[src/rtl/decode_issue_stage_pkg.sv]
// Shared opcode numbering, RV32I major opcodes and immediate formats for the decode/issue stage.
package decode_issue_stage_pkg;

    typedef enum logic [5:0] {
        OPNUM_NOP, OPNUM_LUI, OPNUM_AUIPC, OPNUM_JAL, OPNUM_JALR,
        OPNUM_BEQ, OPNUM_BNE, OPNUM_BLT, OPNUM_BGE, OPNUM_BLTU, OPNUM_BGEU,
        OPNUM_LB, OPNUM_LH, OPNUM_LW, OPNUM_LBU, OPNUM_LHU,
        OPNUM_SB, OPNUM_SH, OPNUM_SW,
        OPNUM_ADDI, OPNUM_SLTI, OPNUM_SLTIU, OPNUM_XORI, OPNUM_ORI, OPNUM_ANDI,
        OPNUM_SLLI, OPNUM_SRLI, OPNUM_SRAI,
        OPNUM_ADD, OPNUM_SUB, OPNUM_SLL, OPNUM_SLT, OPNUM_SLTU, OPNUM_XOR,
        OPNUM_SRL, OPNUM_SRA, OPNUM_OR, OPNUM_AND
    } opnum_t;

    typedef enum logic [2:0] {FMT_R, FMT_I, FMT_S, FMT_B, FMT_U, FMT_J} imm_fmt_t;

    localparam logic [6:0] OP_LUI   = 7'b0110111;
    localparam logic [6:0] OP_AUIPC = 7'b0010111;
    localparam logic [6:0] OP_JAL   = 7'b1101111;
    localparam logic [6:0] OP_JALR  = 7'b1100111;
    localparam logic [6:0] OP_BR    = 7'b1100011;
    localparam logic [6:0] OP_LD    = 7'b0000011;
    localparam logic [6:0] OP_ST    = 7'b0100011;
    localparam logic [6:0] OP_RI    = 7'b0010011;
    localparam logic [6:0] OP_RR    = 7'b0110011;

    localparam logic [6:0] FUNC7_BASE = 7'b0000000;
    localparam logic [6:0] FUNC7_ALT  = 7'b0100000;

    // Queue entry layout: {pred_br, pc, inst}
    localparam int Q_W = 65;

endpackage

[src/rtl/decode_issue_stage_inst_queue.sv]
// Instruction FIFO between fetch and decode; callers pre-qualify push/pop against full/empty.
module inst_queue
    import decode_issue_stage_pkg::*;
#(
    parameter int DEPTH = 4,
    parameter int W     = Q_W
) (
    input  logic         clk_in,
    input  logic         rst_in,
    input  logic         clr,
    input  logic         push,
    input  logic         pop,
    input  logic [W-1:0] wdata,
    output logic [W-1:0] rdata,
    output logic         full,
    output logic         empty
);
    localparam int PW = $clog2(DEPTH);

    logic [W-1:0]  mem [DEPTH];
    logic [PW-1:0] wr_ptr;
    logic [PW-1:0] rd_ptr;
    logic [PW:0]   count;

    always_ff @(posedge clk_in) begin
        if (rst_in || clr) begin
            wr_ptr <= '0;
            rd_ptr <= '0;
            count  <= '0;
        end else begin
            if (push) wr_ptr <= wr_ptr + 1'b1;
            if (pop)  rd_ptr <= rd_ptr + 1'b1;
            if (push && !pop)      count <= count + 1'b1;
            else if (pop && !push) count <= count - 1'b1;
        end
    end

    always_ff @(posedge clk_in) begin
        if (push) mem[wr_ptr] <= wdata;
    end

    assign rdata = mem[rd_ptr];
    assign full  = (count == (PW+1)'(DEPTH));
    assign empty = (count == '0);

endmodule

[src/rtl/decode_issue_stage.sv]
// Decode/issue stage: buffers fetched instructions, decodes the queue head, resolves operands
// through regfile -> ROB -> CDB, and registers one issue per cycle towards the RS or the LSB.
module decode_issue_stage
    import decode_issue_stage_pkg::*;
#(
    parameter int QUEUE_DEPTH = 4,
    parameter int NUM_CDB     = 2,
    parameter int ROB_IDX_W   = 4
) (
    input  logic                         clk_in,
    input  logic                         rst_in,
    input  logic                         rdy_in,
    input  logic                         clr_in,
    input  logic                         if_valid,
    input  logic [31:0]                  if_inst,
    input  logic [31:0]                  if_pc,
    input  logic                         if_pred_br,
    output logic                         if_ready,
    input  logic                         rob_full,
    input  logic                         rs_full,
    input  logic                         lsb_full,
    output logic [4:0]                   reg_rs1_pos,
    output logic [4:0]                   reg_rs2_pos,
    input  logic [31:0]                  reg_rs1_val,
    input  logic [31:0]                  reg_rs2_val,
    input  logic [ROB_IDX_W-1:0]         reg_rs1_dep,
    input  logic [ROB_IDX_W-1:0]         reg_rs2_dep,
    output logic [ROB_IDX_W-1:0]         rob_rs1_check,
    output logic [ROB_IDX_W-1:0]         rob_rs2_check,
    input  logic                         rob_rs1_ready,
    input  logic [31:0]                  rob_rs1_val,
    input  logic                         rob_rs2_ready,
    input  logic [31:0]                  rob_rs2_val,
    input  logic [ROB_IDX_W-1:0]         rob_rename_idx,
    input  logic [NUM_CDB-1:0]           cdb_valid,
    input  logic [NUM_CDB*ROB_IDX_W-1:0] cdb_idx,
    input  logic [NUM_CDB*32-1:0]        cdb_val,
    output logic                         issue_valid,
    output logic                         issue_to_rs,
    output logic                         issue_to_lsb,
    output logic [ROB_IDX_W-1:0]         issue_rob_idx,
    output logic [5:0]                   issue_op,
    output logic [4:0]                   issue_rd,
    output logic [31:0]                  issue_imm,
    output logic [31:0]                  issue_pc,
    output logic                         issue_pred_br,
    output logic [31:0]                  issue_rs1_val,
    output logic [31:0]                  issue_rs2_val,
    output logic [ROB_IDX_W-1:0]         issue_rs1_dep,
    output logic [ROB_IDX_W-1:0]         issue_rs2_dep,
    output logic                         illegal_inst
);
    localparam int RW = ROB_IDX_W + 32;

    logic [Q_W-1:0] head;
    logic [31:0]    inst;
    logic [31:0]    head_pc;
    logic           head_pred;
    logic           q_full, q_empty, push_fire, pop_fire, stall;
    logic [2:0]     f3;
    logic [6:0]     f7;
    opnum_t         op;
    imm_fmt_t       fmt;
    logic           legal, use_rs1, use_rs2, use_rd, to_lsb;
    logic [31:0]    imm;
    logic [RW-1:0]  rs1_res, rs2_res;

    assign {head_pred, head_pc, inst} = head;
    assign f3 = inst[14:12];
    assign f7 = inst[31:25];

    assign if_ready  = !q_full;
    assign push_fire = if_valid && !q_full && rdy_in && !clr_in;

    inst_queue #(.DEPTH(QUEUE_DEPTH), .W(Q_W)) u_queue (
        .clk_in (clk_in),
        .rst_in (rst_in),
        .clr    (rdy_in && clr_in),
        .push   (push_fire),
        .pop    (pop_fire),
        .wdata  ({if_pred_br, if_pc, if_inst}),
        .rdata  (head),
        .full   (q_full),
        .empty  (q_empty)
    );

    always_comb begin
        op      = OPNUM_NOP;
        fmt     = FMT_R;
        legal   = 1'b1;
        use_rs1 = 1'b1;
        use_rs2 = 1'b1;
        use_rd  = 1'b1;
        to_lsb  = 1'b0;
        case (inst[6:0])
            OP_LUI:   begin op = OPNUM_LUI;   fmt = FMT_U; use_rs1 = 1'b0; use_rs2 = 1'b0; end
            OP_AUIPC: begin op = OPNUM_AUIPC; fmt = FMT_U; use_rs1 = 1'b0; use_rs2 = 1'b0; end
            OP_JAL:   begin op = OPNUM_JAL;   fmt = FMT_J; use_rs1 = 1'b0; use_rs2 = 1'b0; end
            OP_JALR: begin
                op = OPNUM_JALR; fmt = FMT_I; use_rs2 = 1'b0;
                legal = (f3 == 3'd0);
            end
            OP_BR: begin
                fmt = FMT_B; use_rd = 1'b0;
                case (f3)
                    3'd0: op = OPNUM_BEQ;
                    3'd1: op = OPNUM_BNE;
                    3'd4: op = OPNUM_BLT;
                    3'd5: op = OPNUM_BGE;
                    3'd6: op = OPNUM_BLTU;
                    3'd7: op = OPNUM_BGEU;
                    default: legal = 1'b0;
                endcase
            end
            OP_LD: begin
                fmt = FMT_I; use_rs2 = 1'b0; to_lsb = 1'b1;
                case (f3)
                    3'd0: op = OPNUM_LB;
                    3'd1: op = OPNUM_LH;
                    3'd2: op = OPNUM_LW;
                    3'd4: op = OPNUM_LBU;
                    3'd5: op = OPNUM_LHU;
                    default: legal = 1'b0;
                endcase
            end
            OP_ST: begin
                fmt = FMT_S; use_rd = 1'b0; to_lsb = 1'b1;
                case (f3)
                    3'd0: op = OPNUM_SB;
                    3'd1: op = OPNUM_SH;
                    3'd2: op = OPNUM_SW;
                    default: legal = 1'b0;
                endcase
            end
            OP_RI: begin
                fmt = FMT_I; use_rs2 = 1'b0;
                case (f3)
                    3'd0: op = OPNUM_ADDI;
                    3'd2: op = OPNUM_SLTI;
                    3'd3: op = OPNUM_SLTIU;
                    3'd4: op = OPNUM_XORI;
                    3'd6: op = OPNUM_ORI;
                    3'd7: op = OPNUM_ANDI;
                    3'd1: if (f7 == FUNC7_BASE) op = OPNUM_SLLI; else legal = 1'b0;
                    default: begin
                        if (f7 == FUNC7_BASE)     op = OPNUM_SRLI;
                        else if (f7 == FUNC7_ALT) op = OPNUM_SRAI;
                        else                      legal = 1'b0;
                    end
                endcase
            end
            OP_RR: begin
                case ({f7, f3})
                    {FUNC7_BASE, 3'd0}: op = OPNUM_ADD;
                    {FUNC7_ALT,  3'd0}: op = OPNUM_SUB;
                    {FUNC7_BASE, 3'd1}: op = OPNUM_SLL;
                    {FUNC7_BASE, 3'd2}: op = OPNUM_SLT;
                    {FUNC7_BASE, 3'd3}: op = OPNUM_SLTU;
                    {FUNC7_BASE, 3'd4}: op = OPNUM_XOR;
                    {FUNC7_BASE, 3'd5}: op = OPNUM_SRL;
                    {FUNC7_ALT,  3'd5}: op = OPNUM_SRA;
                    {FUNC7_BASE, 3'd6}: op = OPNUM_OR;
                    {FUNC7_BASE, 3'd7}: op = OPNUM_AND;
                    default: legal = 1'b0;
                endcase
            end
            default: legal = 1'b0;
        endcase

        case (fmt)
            FMT_I:   imm = {{20{inst[31]}}, inst[31:20]};
            FMT_S:   imm = {{20{inst[31]}}, inst[31:25], inst[11:7]};
            FMT_B:   imm = {{19{inst[31]}}, inst[31], inst[7], inst[30:25], inst[11:8], 1'b0};
            FMT_U:   imm = {inst[31:12], 12'd0};
            FMT_J:   imm = {{11{inst[31]}}, inst[31], inst[19:12], inst[20], inst[30:21], 1'b0};
            default: imm = 32'd0;
        endcase
    end

    // Returns {dep, val}; dep is zero whenever a value was found. Lowest CDB channel wins.
    function automatic logic [RW-1:0] resolve(
        input logic [ROB_IDX_W-1:0]         dep,
        input logic [31:0]                  reg_val,
        input logic                         rob_ready,
        input logic [31:0]                  rob_val,
        input logic [NUM_CDB-1:0]           cv,
        input logic [NUM_CDB*ROB_IDX_W-1:0] ci,
        input logic [NUM_CDB*32-1:0]        cd
    );
        logic [RW-1:0] r;
        if (dep == '0) begin
            r = {{ROB_IDX_W{1'b0}}, reg_val};
        end else if (rob_ready) begin
            r = {{ROB_IDX_W{1'b0}}, rob_val};
        end else begin
            r = {dep, 32'd0};
            for (int k = NUM_CDB - 1; k >= 0; k--) begin
                if (cv[k] && ci[k*ROB_IDX_W +: ROB_IDX_W] == dep)
                    r = {{ROB_IDX_W{1'b0}}, cd[k*32 +: 32]};
            end
        end
        return r;
    endfunction

    assign rs1_res = use_rs1 ? resolve(reg_rs1_dep, reg_rs1_val, rob_rs1_ready, rob_rs1_val,
                                       cdb_valid, cdb_idx, cdb_val) : '0;
    assign rs2_res = use_rs2 ? resolve(reg_rs2_dep, reg_rs2_val, rob_rs2_ready, rob_rs2_val,
                                       cdb_valid, cdb_idx, cdb_val) : '0;

    assign reg_rs1_pos   = use_rs1 ? inst[19:15] : 5'd0;
    assign reg_rs2_pos   = use_rs2 ? inst[24:20] : 5'd0;
    assign rob_rs1_check = reg_rs1_dep;
    assign rob_rs2_check = reg_rs2_dep;

    // An illegal head needs neither a target slot nor a ROB tag, so it never stalls.
    assign stall    = rob_full || (to_lsb ? lsb_full : rs_full);
    assign pop_fire = !q_empty && rdy_in && !clr_in && (!legal || !stall);

    always_ff @(posedge clk_in) begin
        if (rst_in) begin
            issue_valid   <= 1'b0;
            issue_to_rs   <= 1'b0;
            issue_to_lsb  <= 1'b0;
            illegal_inst  <= 1'b0;
            issue_rob_idx <= '0;
            issue_op      <= OPNUM_NOP;
            issue_rd      <= '0;
            issue_imm     <= '0;
            issue_pc      <= '0;
            issue_pred_br <= 1'b0;
            issue_rs1_val <= '0;
            issue_rs2_val <= '0;
            issue_rs1_dep <= '0;
            issue_rs2_dep <= '0;
        end else if (rdy_in) begin
            if (pop_fire && legal) begin
                issue_valid   <= 1'b1;
                issue_to_rs   <= !to_lsb;
                issue_to_lsb  <= to_lsb;
                illegal_inst  <= 1'b0;
                issue_rob_idx <= rob_rename_idx;
                issue_op      <= op;
                issue_rd      <= use_rd ? inst[11:7] : 5'd0;
                issue_imm     <= imm;
                issue_pc      <= head_pc;
                issue_pred_br <= head_pred;
                {issue_rs1_dep, issue_rs1_val} <= rs1_res;
                {issue_rs2_dep, issue_rs2_val} <= rs2_res;
            end else begin
                issue_valid  <= 1'b0;
                issue_to_rs  <= 1'b0;
                issue_to_lsb <= 1'b0;
                illegal_inst <= pop_fire;
            end
        end
    end

endmodule
[config.mk]
export PLATFORM = sky130hd
export DESIGN_NAME = decode_issue_stage
export DESIGN_NICKNAME = d
export VERILOG_FILES = /design/src/rtl/decode_issue_stage_pkg.sv /design/src/rtl/decode_issue_stage_inst_queue.sv /design/src/rtl/decode_issue_stage.sv
export SDC_FILE = /design/constraint.sdc
export NUM_CORES = 1
export LEC_CHECK = 0
export BUFFER_PORTS_ARGS = -buffer_cell sky130_fd_sc_hd__buf_2
export CAP_MARGIN = 40
export CORE_MARGIN = 8
export CORE_UTILIZATION = 58
export CTS_CLUSTER_DIAMETER = 30
export DETAILED_ROUTE_END_ITERATION = 10
export HOLD_SLACK_MARGIN = 0.15
export PLACE_DENSITY = 0.85
export SLEW_MARGIN = 30
export SYNTH_ARGS = -nofsm -noshare
export SYNTH_HDL_FRONTEND = slang
export SYNTH_SLANG_ARGS = --single-unit
[constraint.sdc]
create_clock -name clk_in -period 6.3 [get_ports clk_in]
set_clock_uncertainty 0.05 [all_clocks]
set_input_delay 0.315 -clock clk_in [delete_from_list [all_inputs] [get_ports clk_in]]
set_output_delay 0.315 -clock clk_in [all_outputs]
set_load 0.02 [all_outputs]
* Word-level counts from Yosys, hierarchy flattened
Memories as Yosys holds them, arrays and structs flattened. A register that Yosys moved wholly into a read port is not among the register bits. Index checks and enable logic that the tools add are counted.
Storage, ports and cells: bits of input ports 289, word-level logic and storage cells 147, output and inout bits 175, memory bits (writable) 260, memories kept 1, register bits after elaboration 163
Cells by class: multiplexer cells 45, reduce and logical (&&, ||, !) cells 44, equal/unequal tests 36, add/sub/neg operators 4
Memories:
- u_queue.mem | depth 4, width 65, read ports 1, clocked after Yosys merged registers in 1, write ports 1, RTL line decode_issue_stage_inst_queue.sv:20 | logic [W-1:0] mem [DEPTH];
Operators by type and width (count):
- two-way mux 36 bit | 10
- one-hot mux 32 bit (5 select lines) | 1
- one-hot mux 6 bit (10 select lines) | 1
- one-hot mux 6 bit (9 select lines) | 1
- equality test 10 x 3 -> 1 bit (second input constant) | 4
- one-hot mux 5 bit (7 select lines) | 1
- two-way mux 5 bit | 6
- equality test 7 x 6 -> 1 bit (second input constant) | 4
- one-hot mux 4 bit (6 select lines) | 1
- equality test 3 bit (second input constant) | 7
- equality test 7 bit (second input constant) | 3
- equality test 10 x 2 -> 1 bit (second input constant) | 2
- equality test 10 x 9 -> 1 bit (second input constant) | 2
- one-hot mux 4 bit (5 select lines) | 1
- OR reduction 6 bit | 3
- equality test 4 bit | 4
- two-way mux 1 bit | 15
- one-hot mux 3 bit (5 select lines) | 1
- one-hot mux 5 bit (3 select lines) | 1
- equality test 7 x 5 -> 1 bit (second input constant) | 2
- logical AND 1 bit | 14
- equality test 3 x 2 -> 1 bit (second input constant) | 4
- equality test 10 x 1 -> 1 bit (second input constant) | 1
- logical NOT 10 bit | 1
- 20 further kinds | 39

* Logic depth before layout (Yosys ltp)
Gate-level depths: netlist of the first run.
depth in word-level cells 11, gate-level depth with buffers 16, gate-level depth less buffers 12

* Modules after synthesis
A second synthesis of the first run with hierarchy kept.
Second synthesis, totals: cells, all modules 1585, area total of the unflattened synthesis 19568.8 um^2
By module, submodules not included:
- inst_queue | area an instance 9859.5 um^2, times used 1, cells an instance 384, sequential area each 7987.7 um^2
- decode_issue_stage | area an instance 9709.3 um^2, times used 1, cells an instance 1201, sequential area each 3123.0 um^2

* Worst setup path after synthesis of the first run
OpenSTA, ideal clock, no wires.
path kind register -> register, start point register (tool-made name), end point register u_queue.count[2], cell stages (with the launch flop) 15, setup time 0.070 ns, slack 2.289 ns, buffers on the path 3, data required time 6.180 ns, data arrival time 3.891 ns, period minus slack after synthesis 4.011 ns, cells stage by stage dfxtp_1 > buf_6 > mux4_2 > or2_1 > buf_6 > nor4_4 > mux2_4 > buf_2 > a21oi_1 > ha_1 > inv_1 > fa_1 > xor2_1 > or3_1 > a21oi_1
RTL lines:
- end signal, assigned | RTL line decode_issue_stage_inst_queue.sv:33 | if (push && !pop) count <= count + 1'b1;
- end signal, assigned | RTL line decode_issue_stage_inst_queue.sv:34 | else if (pop && !push) count <= count - 1'b1;
- end, declared | RTL line decode_issue_stage_inst_queue.sv:23 | logic [PW:0] count;

==> flow_metrics.env, run 1 <==
export IMPL_status="complete, no violations"
export IMPL_yosysUniqueCellTypes=71
export IMPL_synth_top_cell_area_share_pct=39.65
export IMPL_synth_nets=1979
export IMPL_areaGrowthSynthToFinish_pct=33.40
export IMPL_die_w_um=200.3
export IMPL_clock_sinks=425
export IMPL_swShare_pct=26.56
export IMPL_place_area_um2=22240
export IMPL_clk_path_buf_depth=3
export IMPL_yosys_area_top_type="edfxtp_1"
export IMPL_layout_common_cells="buf_2 (464), nand2_1 (276), edfxtp_1 (260)"
export IMPL_clk_pin_slew_ns=0.06
export IMPL_power_frac_seq_pct=38.6
export IMPL_grt_start_max_net_pins=104
export IMPL_switching_power_mw=2.058
export IMPL_initial_core_util_pct=58.87
export IMPL_p_comb_share_pct=8.4
export IMPL_nNetsFinal=2533
export IMPL_finalWorstPathRequiredPeriod_ns=5.146
export IMPL_max_freq_mhz=194.3
export IMPL_endpoint_kind="register"
export IMPL_synth_seq_area_share_pct=56.42
export IMPL_dr_pass1_iters=6
export IMPL_grtUsageTotal_pct=38.63
export IMPL_period_share_pct=81.69
export IMPL_ctsHtreeMaxLevel=3
export IMPL_dr_total_vias=18280
export IMPL_cts_root_buf="clkbuf_16"
export IMPL_drt_initial_drc_count=2311
export IMPL_min_from="rob_rs1_val[1]"
export IMPL_cts_tree="yes"
export IMPL_crit_arrival_ns=5.58
export IMPL_cts_buffers_inserted=75
export IMPL_required_ns=6.74
export IMPL_hpwl_um=47190
export IMPL_final_common_cell="buf_2"
export IMPL_critPathMaxFanout=47
export IMPL_startpoint_type="register"
export IMPL_syn_inst=1684
export IMPL_grt_pass1_vias=18535
export IMPL_ys_seq_elements=425
export IMPL_power_density_nw_per_um2=294.9
export IMPL_power_total_mw=7.748
export IMPL_fin_area_um2=26270
export IMPL_gp_congestion=0.9462
export IMPL_ctsResizeCount=0
export IMPL_multiInputGateArea_um2=7696
export IMPL_maxSlewHeadroom_pct=40.23
export IMPL_place_inst=2466
export IMPL_slew_viol_final=0
export IMPL_wl_per_cell_um=29.41
export IMPL_drcViolationCount=0
export IMPL_synth_edf_count=260
export IMPL_async_reset_ff_share_pct=0
export IMPL_syn_area_um2=19690
export IMPL_clkLatencyLatePin_ns=0.61
export IMPL_fin_cells=2760
export IMPL_die_h_um=200.3
export IMPL_top_level_ports=464
export IMPL_grt_pass1_wl_um=119300
export IMPL_portBuffers=463
export IMPL_dieArea_um2=40100
export IMPL_postCtsHoldBufs=139
export IMPL_post_synth_cell_area_avg_um2=11.69
export IMPL_setup_tns_ns=0
export IMPL_core_um2=33450
export IMPL_overflow=0
export IMPL_finalSetupViolCount=0
export IMPL_intPower_mw=5.690
export IMPL_netlist_top_cells_area="edfxtp_1 (40%), dfxtp_1 (17%), mux4_2 (7.3%)"
export IMPL_ir_drop_v=0.0003786
export IMPL_hold_viol_final=0
export IMPL_drive_gt1_share_pct=31.97
export IMPL_vias_per_cell=6.623
export IMPL_crit_type="reg2reg"
export IMPL_max_cap_violations=0
export IMPL_worst_pin_slew_ns=0.8966
export IMPL_hold_path_class="in2reg"
export IMPL_antenna_found_initial=15
export IMPL_seqCellArea_um2=11120
export IMPL_synth_warnings=0
export IMPL_power_leakage_nw=10.29
export IMPL_nFillCells=1873
export IMPL_row_count=67
export IMPL_antenna_left=0
export IMPL_grt_setup_unrepaired="no"
export IMPL_ys_flop_type="edfxtp_1"
export IMPL_power_frac_clock_pct=53.0
export IMPL_post_cts_buffers=0
export IMPL_wirelength_um=81160
-- power by group through the flow --
| stage | clock (mW) | sequential, mW | combinational (mW) |
|---|---|---|---|
| 6_report | 4.11 | 2.99 | 0.648 |
| 5_1_grt | 4.22 | 2.99 | 0.673 |
| 4_1_cts | 4.06 | 2.99 | 0.614 |
| 3_5_place_dp | 0 | 3.04 | 0.532 |
| 3_3_place_gp | 0 | 3.04 | 0.517 |
| 2_1_floorplan | 0 | 3.04 | 0.300 |
-- cell families (layout without fill, tap and decap cells) --
| family | Yosys count | after routing | share of synthesized area, % |
|---|---|---|---|
| other cells | 0 | 13 | 0 |
| mux | 130 | 130 | 10.70 |
| buf+inv | 223 | 838 | 4.911 |
| fa+ha+maj | 6 | 6 | 0.4193 |
| xor+xnor | 19 | 19 | 0.8450 |
| flops | 425 | 425 | 56.42 |
| simple gates | 521 | 521 | 12.61 |
| compound gates | 360 | 360 | 14.10 |
-- per-stage QoR --
stage                     utilization, %  setup WS [ns]  hold WS [ns]
after floorplan                        -          2.289        0.3639
after global placement             66.11          1.531        0.3898
after detailed placement           66.48          1.425        0.3985
after CTS                          78.23          1.344        0.1550
after global routing               78.54          1.008        0.1758
final                              78.54          1.154        0.1789
-- cell usage after synthesis (all sizes together) (2+ instances only) --
| cell | count |
|---|---|
| nor4bb | 2 |
| nand2 | 276 |
| xnor2 | 11 |
| nor4 | 9 |
| a211oi | 4 |
| a22oi | 6 |
| or4 | 2 |
| o2111ai | 64 |
| a221oi | 20 |
| a31o | 3 |
| o32ai | 2 |
| or2 | 8 |
| edfxtp | 260 |
| inv | 64 |
| a41oi | 2 |
| o21a | 2 |
| nand4 | 3 |
| o21ai | 77 |
| a21o | 2 |
| and4 | 2 |
| nand3 | 15 |
| buf | 49 |
| clkbuf | 110 |
| o31ai | 66 |
| xor2 | 8 |
| nand2b | 7 |
| nor4b | 3 |
| and2 | 5 |
| mux4 | 64 |
| ha | 5 |
| a211o | 3 |
| nor3b | 3 |
| or3 | 3 |
| dfxtp | 165 |
| nor2b | 82 |
| a21oi | 15 |
| a21boi | 3 |
| nor3 | 76 |
| nor2 | 18 |
| o22ai | 4 |
| o211ai | 8 |
| a311oi | 64 |
| o211a | 8 |
| nand3b | 4 |
| mux2i | 65 |
-- worst max-delay path, cell delays in order (launching register included) --
cell,delay (ns)
dfxtp_2,0.68
buf_4,0.70
mux4_2,0.53
nand2b_1,0.22
nor4b_2,0.08
buf_4,0.23
a221oi_1,0.47
nand4_4,0.17
o21ai_4,0.16
buf_4,0.70
buf_4,0.63
mux2i_1,0.33
-- state kept, by name (all words and copies together) (netlist names), 2 cells and up, named ones only --
name,flops
issue_op,6
issue_rs1_dep,4
issue_rs2_val,32
issue_rob_idx,4
u_queue.wr_ptr,2
issue_imm,32
u_queue.mem,260
u_queue.count,3
issue_rs2_dep,4
issue_rs1_val,32
issue_pc,32
u_queue.rd_ptr,2
issue_rd,5
-- final cells by class --
cell class	count	share of cell area [%]
Timing Repair Buffer	636	15.53
Clock inverter	57	2.248
Tap cell	448	2.134
Clock buffer	81	7.425
Antenna cell	13	0.1238
Multi-Input combinational cell	1036	29.30
Inverter	64	0.9335
Sequential cell	425	42.31
-- routing by layer --
metal	global-route usage (%)	vias up	routed length (um)
met1	43.08	8737	26530
met2	64.21	1660	39400
met3	9.150	351	8734
met5	0	-	21
li1	-	7528	-
met4	28.52	4	6469
-- path summary, 6_finish.rpt --
| path | to | slack, ns | cells after the start |
|---|---|---|---|
| max | issue_rs2_dep[1] | 1.15 | 11 |
| min | issue_rs1_val[1] | 0.18 | 5 |
| max reg2reg | issue_rs2_dep[1] | 1.15 | 11 |
| min reg2reg | issue_rs1_val[28] | 0.41 | 2 |
Power figures use the tool's default switching activity.
==> run 2, diff against run 1 <==
ABC_AREA = 1   (was not set)
CORE_UTILIZATION = 50   (was 58)
PLACE_DENSITY = 0.77   (was 0.85)
clock period = 4.25 ns   (was 6.3 ns; I/O delays follow)
==> flow_metrics.env, run 2 <==
export IMPL_status="complete, no violations"
export IMPL_initial_core_util_pct=50.38
export IMPL_hpwl_um=56280
export IMPL_clkLatencyLatePin_ns=0.63
export IMPL_synth_nets=2994
export IMPL_nFillCells=3206
export IMPL_wl_per_cell_um=21.39
export IMPL_synth_warnings=0
export IMPL_top_level_ports=464
export IMPL_power_density_nw_per_um2=443.0
export IMPL_cp_common_cell="nand2_1"
export IMPL_hold_viol_final=0
export IMPL_min_from="reg_rs2_dep[3]"
export IMPL_post_route_util_pct=69.75
export IMPL_finalSetupViolCount=0
export IMPL_async_reset_ff_share_pct=0
export IMPL_cts_root_buf="clkbuf_16"
export IMPL_clk_path_buf_depth=3
export IMPL_max_freq_mhz=254.4
export IMPL_crit_type="reg2reg"
export IMPL_yosysUniqueCellTypes=43
export IMPL_path_cells="clkinv_2 > buf_4 > nand2_1 > nand3_1 > nand2_1 > nand2_1 > nor2_1 > nand2_1 > nand2_2 > buf_6 > clkinvlp_4 > o21ai_0 > a21oi_1 > dlygate4sd3_1 > nor2_1 > nor2_1"
export IMPL_max_cap_violations=0
export IMPL_antenna_found_initial=6
export IMPL_startpoint_type="register"
export IMPL_drive_gt1_share_pct=21.76
export IMPL_overflow=0
export IMPL_dr_pass1_iters=6
export IMPL_dieArea_um2=48790
export IMPL_fin_area_um2=29060
export IMPL_drcViolationCount=0
export IMPL_power_leakage_nw=13.49
export IMPL_hold_path_class="in2reg"
export IMPL_ir_drop_v=0.0004268
export IMPL_synth_top_cell_area_share_pct=37.19
export IMPL_drt_initial_drc_count=2562
export IMPL_grtUsageTotal_pct=33.44
export IMPL_synth_edf_count=260
export IMPL_gp_congestion=0.9743
export IMPL_crit_arrival_ns=4.40
export IMPL_ys_flop_type="edfxtp_1"
export IMPL_die_h_um=220.9
export IMPL_cp_slowest_cell="dlygate4sd3_1"
export IMPL_endpoint_kind="register"
export IMPL_dr_total_vias=21737
export IMPL_finalWorstPathRequiredPeriod_ns=3.932
export IMPL_nNetsFinal=3629
export IMPL_yosys_area_top_type="edfxtp_1"
export IMPL_critPathMaxFanout=39
export IMPL_place_area_um2=23680
export IMPL_die_w_um=220.9
export IMPL_wirelength_um=84660
export IMPL_critPathMaxStageDelay_ns=0.57
export IMPL_yosys_cell_count_top_type="nand2_1"
export IMPL_grt_setup_unrepaired="no"
export IMPL_ctsHtreeMaxLevel=3
export IMPL_areaGrowthSynthToFinish_pct=38.45
export IMPL_syn_inst=2699
export IMPL_clock_sinks=425
export IMPL_grt_pass1_wl_um=128200
export IMPL_maxSlewHeadroom_pct=45.18
export IMPL_grt_start_max_net_pins=73
export IMPL_worst_pin_slew_ns=0.8223
export IMPL_cts_buffers_inserted=93
export IMPL_layout_common_cells="nand2_1 (743), buf_2 (463), nor2_1 (436)"
export IMPL_portBuffers=463
export IMPL_cts_tree="yes"
export IMPL_antenna_left=0
export IMPL_setup_tns_ns=0
export IMPL_row_count=75
export IMPL_core_um2=41670
export IMPL_synth_top_cells_by_count="nand2_1 (744), nor2_1 (441), inv_1 (319)"
export IMPL_netlist_top_cells_area="edfxtp_1 (37%), dfxtp_1 (16%), nand2_1 (13%)"
export IMPL_post_synth_cell_area_avg_um2=7.777
export IMPL_syn_area_um2=20990
export IMPL_vias_per_cell=5.492
export IMPL_synth_seq_area_share_pct=52.93
export IMPL_final_common_cell="nand2_1"
export IMPL_clk_pin_slew_ns=0.05
export IMPL_largest_reg_flops=260
export IMPL_top_register="u_queue.mem"
export IMPL_required_ns=4.72
export IMPL_slew_viol_final=0
export IMPL_grt_pass1_vias=21567
export IMPL_post_cts_buffers=0
export IMPL_period_share_pct=92.51
export IMPL_ys_seq_elements=425
-- run 2: cell types whose count changed in the layout (fill, tap and decap cells not counted), sizes merged, moves of 64 or more --
cell | before | now
nand4 | 3 | 105
nor2b | 82 | 0
nor2 | 18 | 446
mux4 | 64 | 0
inv | 89 | 359
a21oi | 15 | 124
nand2 | 276 | 747
o31ai | 66 | 1
dlygate4sd3 | 140 | 210
nor3 | 76 | 5
a311oi | 64 | 0
mux2i | 65 | 0
-- run 2: cell type report --
class	instances	area [um^2]	share of cell area [%]
clock inverter	61	737.0	2.536
inverter	354	1340	4.611
sequential	425	11120	38.25
tap	539	674.4	2.321
clock buffer	114	2516	8.658
multi-input combinational	1749	7860	27.05
timing repair buffer	711	4806	16.54
antenna	5	12.51	0.04305
-- run 2: where the power goes --
| group | leakage (nW) | internal (mW) | switching [mW] | total (mW) |
|---|---|---|---|---|
| registers | 3.68 | 4.42 | 0.0177 | 4.44 |
| clock network | 1.56 | 4.91 | 2.45 | 7.35 |
| logic | 8.25 | 0.431 | 0.655 | 1.09 |
-- run 2: what timing repair did --
item	CTS	global route
hold endpoints to repair	351	0
hold buffers	210	0
resized for setup	0	3
setup endpoints to repair	0	28
-- run 2: critical path, delay by kind of cell, from the launching register on --
kind | cells | cell delay, ns
DFF | 1 | 0.54
AOI/OAI and AO/OA | 2 | 0.31
and+or+nand+nor | 9 | 1.25
buffers and inverters | 5 | 1.65
-- run 2: through the flow --
stage	hold WS (ns)	power, mW	worst slack, ns	std cells
after global routing	0.2098	13.22	0.01790	3958
after CTS	0.1524	12.89	0.1332	3953
after floorplan	0.2316	4.981	0.1004	2699
after global placement	0.3708	5.365	0.5160	3566
final	0.1637	12.88	0.3185	3958
after detailed placement	0.3798	5.376	0.4690	3568
-- run 2: cells by family (layout without fill, tap and decap cells) --
logic type                 count (synthesis)  in the layout  share of synthesized area [%]
AOI/OAI and AO/OA                        335            335                          9.054
xor gates and xnor gates                   7              7                         0.2921
adders and majority gates                  6              6                         0.3934
buffers and inverters                    525           1240                          9.948
DFF                                      425            425                          52.93
other                                      0              5                              0
and+or+nand+nor                         1401           1401                          27.38
-- run 2: worst paths after layout --
check / to / slack, ns / cells after the start
setup / recovery: issue_rs1_val[13] / 0.32 / 16
hold / removal: issue_rs2_dep[3] / 0.16 / 5
setup reg to reg: issue_rs1_val[13] / 0.32 / 16
hold reg to reg: issue_valid / 0.42 / 2
-- run 2: routing by layer --
| layer | GRT usage (%) | routed length, um | share of wire, % | vias up |
|---|---|---|---|---|
| met1 | 38.81 | 31010 | 37 | 10115 |
| met4 | 21.70 | 5759 | 6.8 | 0 |
| met3 | 7.314 | 7523 | 8.9 | 284 |
| li1 | - | - | - | 9991 |
| met5 | 0 | 0 | 0 | - |
| met2 | 55.66 | 40360 | 48 | 1347 |
==> run 3, diff against run 2 <==
RECOVER_POWER = 25   (was not set)
==> flow_metrics.env, run 3 (same netlist as run 2, synthesis figures left out) <==
export IMPL_status="complete, no violations"
export IMPL_portBuffers=463
export IMPL_antenna_left=0
export IMPL_overflow=0
export IMPL_wl_per_cell_um=21.38
export IMPL_worst_pin_slew_ns=0.8277
export IMPL_die_h_um=220.9
export IMPL_cp_slowest_cell="dlygate4sd3_1"
export IMPL_max_cap_violations=0
export IMPL_clk_path_buf_depth=3
export IMPL_initial_core_util_pct=50.38
export IMPL_slew_viol_final=0
export IMPL_fin_cells=3958
export IMPL_antenna_found_initial=6
export IMPL_drcViolationCount=0
export IMPL_clkLatencyLatePin_ns=0.64
export IMPL_hpwl_um=56280
export IMPL_required_ns=4.72
export IMPL_final_common_cell="nand2_1"
export IMPL_die_w_um=220.9
export IMPL_finalSetupViolCount=0
export IMPL_cts_buffers_inserted=93
export IMPL_critPathMaxStageDelay_ns=0.57
export IMPL_crit_family="buffers and inverters"
export IMPL_multiInputGateArea_um2=7860
export IMPL_power_leakage_nw=13.34
export IMPL_grt_pass1_wl_um=128200
export IMPL_cp_common_cell="nand2_1"
export IMPL_crit_arrival_ns=4.42
export IMPL_vias_per_cell=5.495
export IMPL_clock_sinks=425
export IMPL_path_cells="clkinv_2 > buf_4 > nand2_1 > nand3_1 > nand2_1 > nand2_1 > nor2_1 > nand2_1 > nand2_2 > buf_6 > clkinvlp_4 > o21ai_0 > a21oi_1 > dlygate4sd3_1 > nor2_1 > nor2_1"
export IMPL_areaGrowthSynthToFinish_pct=38.12
export IMPL_cts_tree="yes"
export IMPL_wirelength_um=84630
export IMPL_place_inst=3568
export IMPL_largest_reg_flops=260
export IMPL_grt_setup_unrepaired="no"
export IMPL_seqCellArea_um2=11120
export IMPL_dr_pass1_iters=6
export IMPL_drive_gt1_share_pct=20.18
export IMPL_cts_root_buf="clkbuf_16"
export IMPL_layout_common_cells="nand2_1 (743), nor2_1 (436), buf_2 (409)"
export IMPL_hold_viol_final=0
export IMPL_critPathMaxFanout=39
export IMPL_ir_drop_v=0.0004396
export IMPL_nFillCells=3246
export IMPL_period_share_pct=92.81
export IMPL_hold_path_class="in2reg"
export IMPL_drt_initial_drc_count=2639
export IMPL_clk_pin_slew_ns=0.05
export IMPL_grt_start_max_net_pins=73
export IMPL_grt_pass1_vias=21567
export IMPL_ctsHtreeMaxLevel=3
export IMPL_grtUsageTotal_pct=33.44
export IMPL_crit_type="reg2reg"
export IMPL_dr_total_vias=21749
export IMPL_row_count=75
export IMPL_finalWorstPathRequiredPeriod_ns=3.944
export IMPL_startpoint_type="register"
export IMPL_dieArea_um2=48790
export IMPL_gp_congestion=0.9743
export IMPL_max_freq_mhz=253.5
export IMPL_top_level_ports=464
export IMPL_core_um2=41670
export IMPL_maxSlewHeadroom_pct=44.82
export IMPL_nNetsFinal=3629
export IMPL_worst_path_buf_inv=5
export IMPL_endpoint_kind="register"
export IMPL_top_register="u_queue.mem"
export IMPL_setup_tns_ns=0
export IMPL_power_density_nw_per_um2=444.1
==> run 3: cell types whose count changed in the layout (fill, tap and decap cells not counted) <==
cell,delta
buf_2,-54
clkbuf_1,+54
==> run 3: metal layers <==
layer	track usage (%)	wire length, um	vias to the layer above
li1	-	-	9987
met1	38.81	30930	10137
met2	55.66	40280	1350
met3	7.314	7661	275
met4	21.70	5768	0
met5	0	0	-
==> run 3: final timing paths <==
kind                   from                 to  slack (ns)  depth (start not counted)
max reg2reg        register  issue_rs1_val[13]        0.31                         16
max                register  issue_rs1_val[13]        0.31                         16
min reg2reg     issue_valid        issue_valid        0.42                          2
min          reg_rs2_dep[3]   issue_rs2_dep[3]        0.16                          5
==> run 3: where the power goes <==
group | internal [mW] | switching (mW)
logic | 0.424 | 0.656
registers | 4.42 | 0.0177
clock network | 4.90 | 2.45
total | 9.75 | 3.13
==> run 3: layout make-up <==
cell class,instances,area share [%]
multi-input cells,1749,27.11
clock inverters,61,2.542
repair buffers,711,16.34
diodes,5,0.04315
flip-flops and latches,425,38.34
inverters,354,4.622
clock buffers,114,8.678
well taps,539,2.326
==> run 3: metrics by stage <==
step	total power, mW	hold slack [ns]	cell area, um^2	setup WS [ns]	utilization, %
after global routing	13.21	0.2098	28990	0.01790	69.59
after CTS	12.89	0.1524	29040	0.1332	69.69
final	12.88	0.1619	28990	0.3055	69.59
after global placement	5.365	0.3708	23630	0.5160	56.72
after detailed placement	5.376	0.3798	23680	0.4690	56.84
after floorplan	4.981	0.2316	20990	0.1004	-
==> run 3: worst reg2reg max path, stage by stage, from the launching register on <==
cell           delay [ns]
dfxtp_4              0.54
clkinv_2             0.11
buf_4                0.26
nand2_1              0.12
nand3_1              0.07
nand2_1              0.17
nand2_1              0.12
nor2_1               0.24
nand2_1              0.22
nand2_2              0.16
buf_6                0.35
clkinvlp_4           0.39
o21ai_0              0.21
a21oi_1              0.11
dlygate4sd3_1        0.57
nor2_1               0.11
nor2_1               0.05
==> run 3: timing repair <==
action	4_1_cts	5_1_grt
hold endpoints to repair	351	0
setup endpoints to repair	0	28
buffers inserted	0	0
gates resized for setup	0	3
hold buffers	210	0
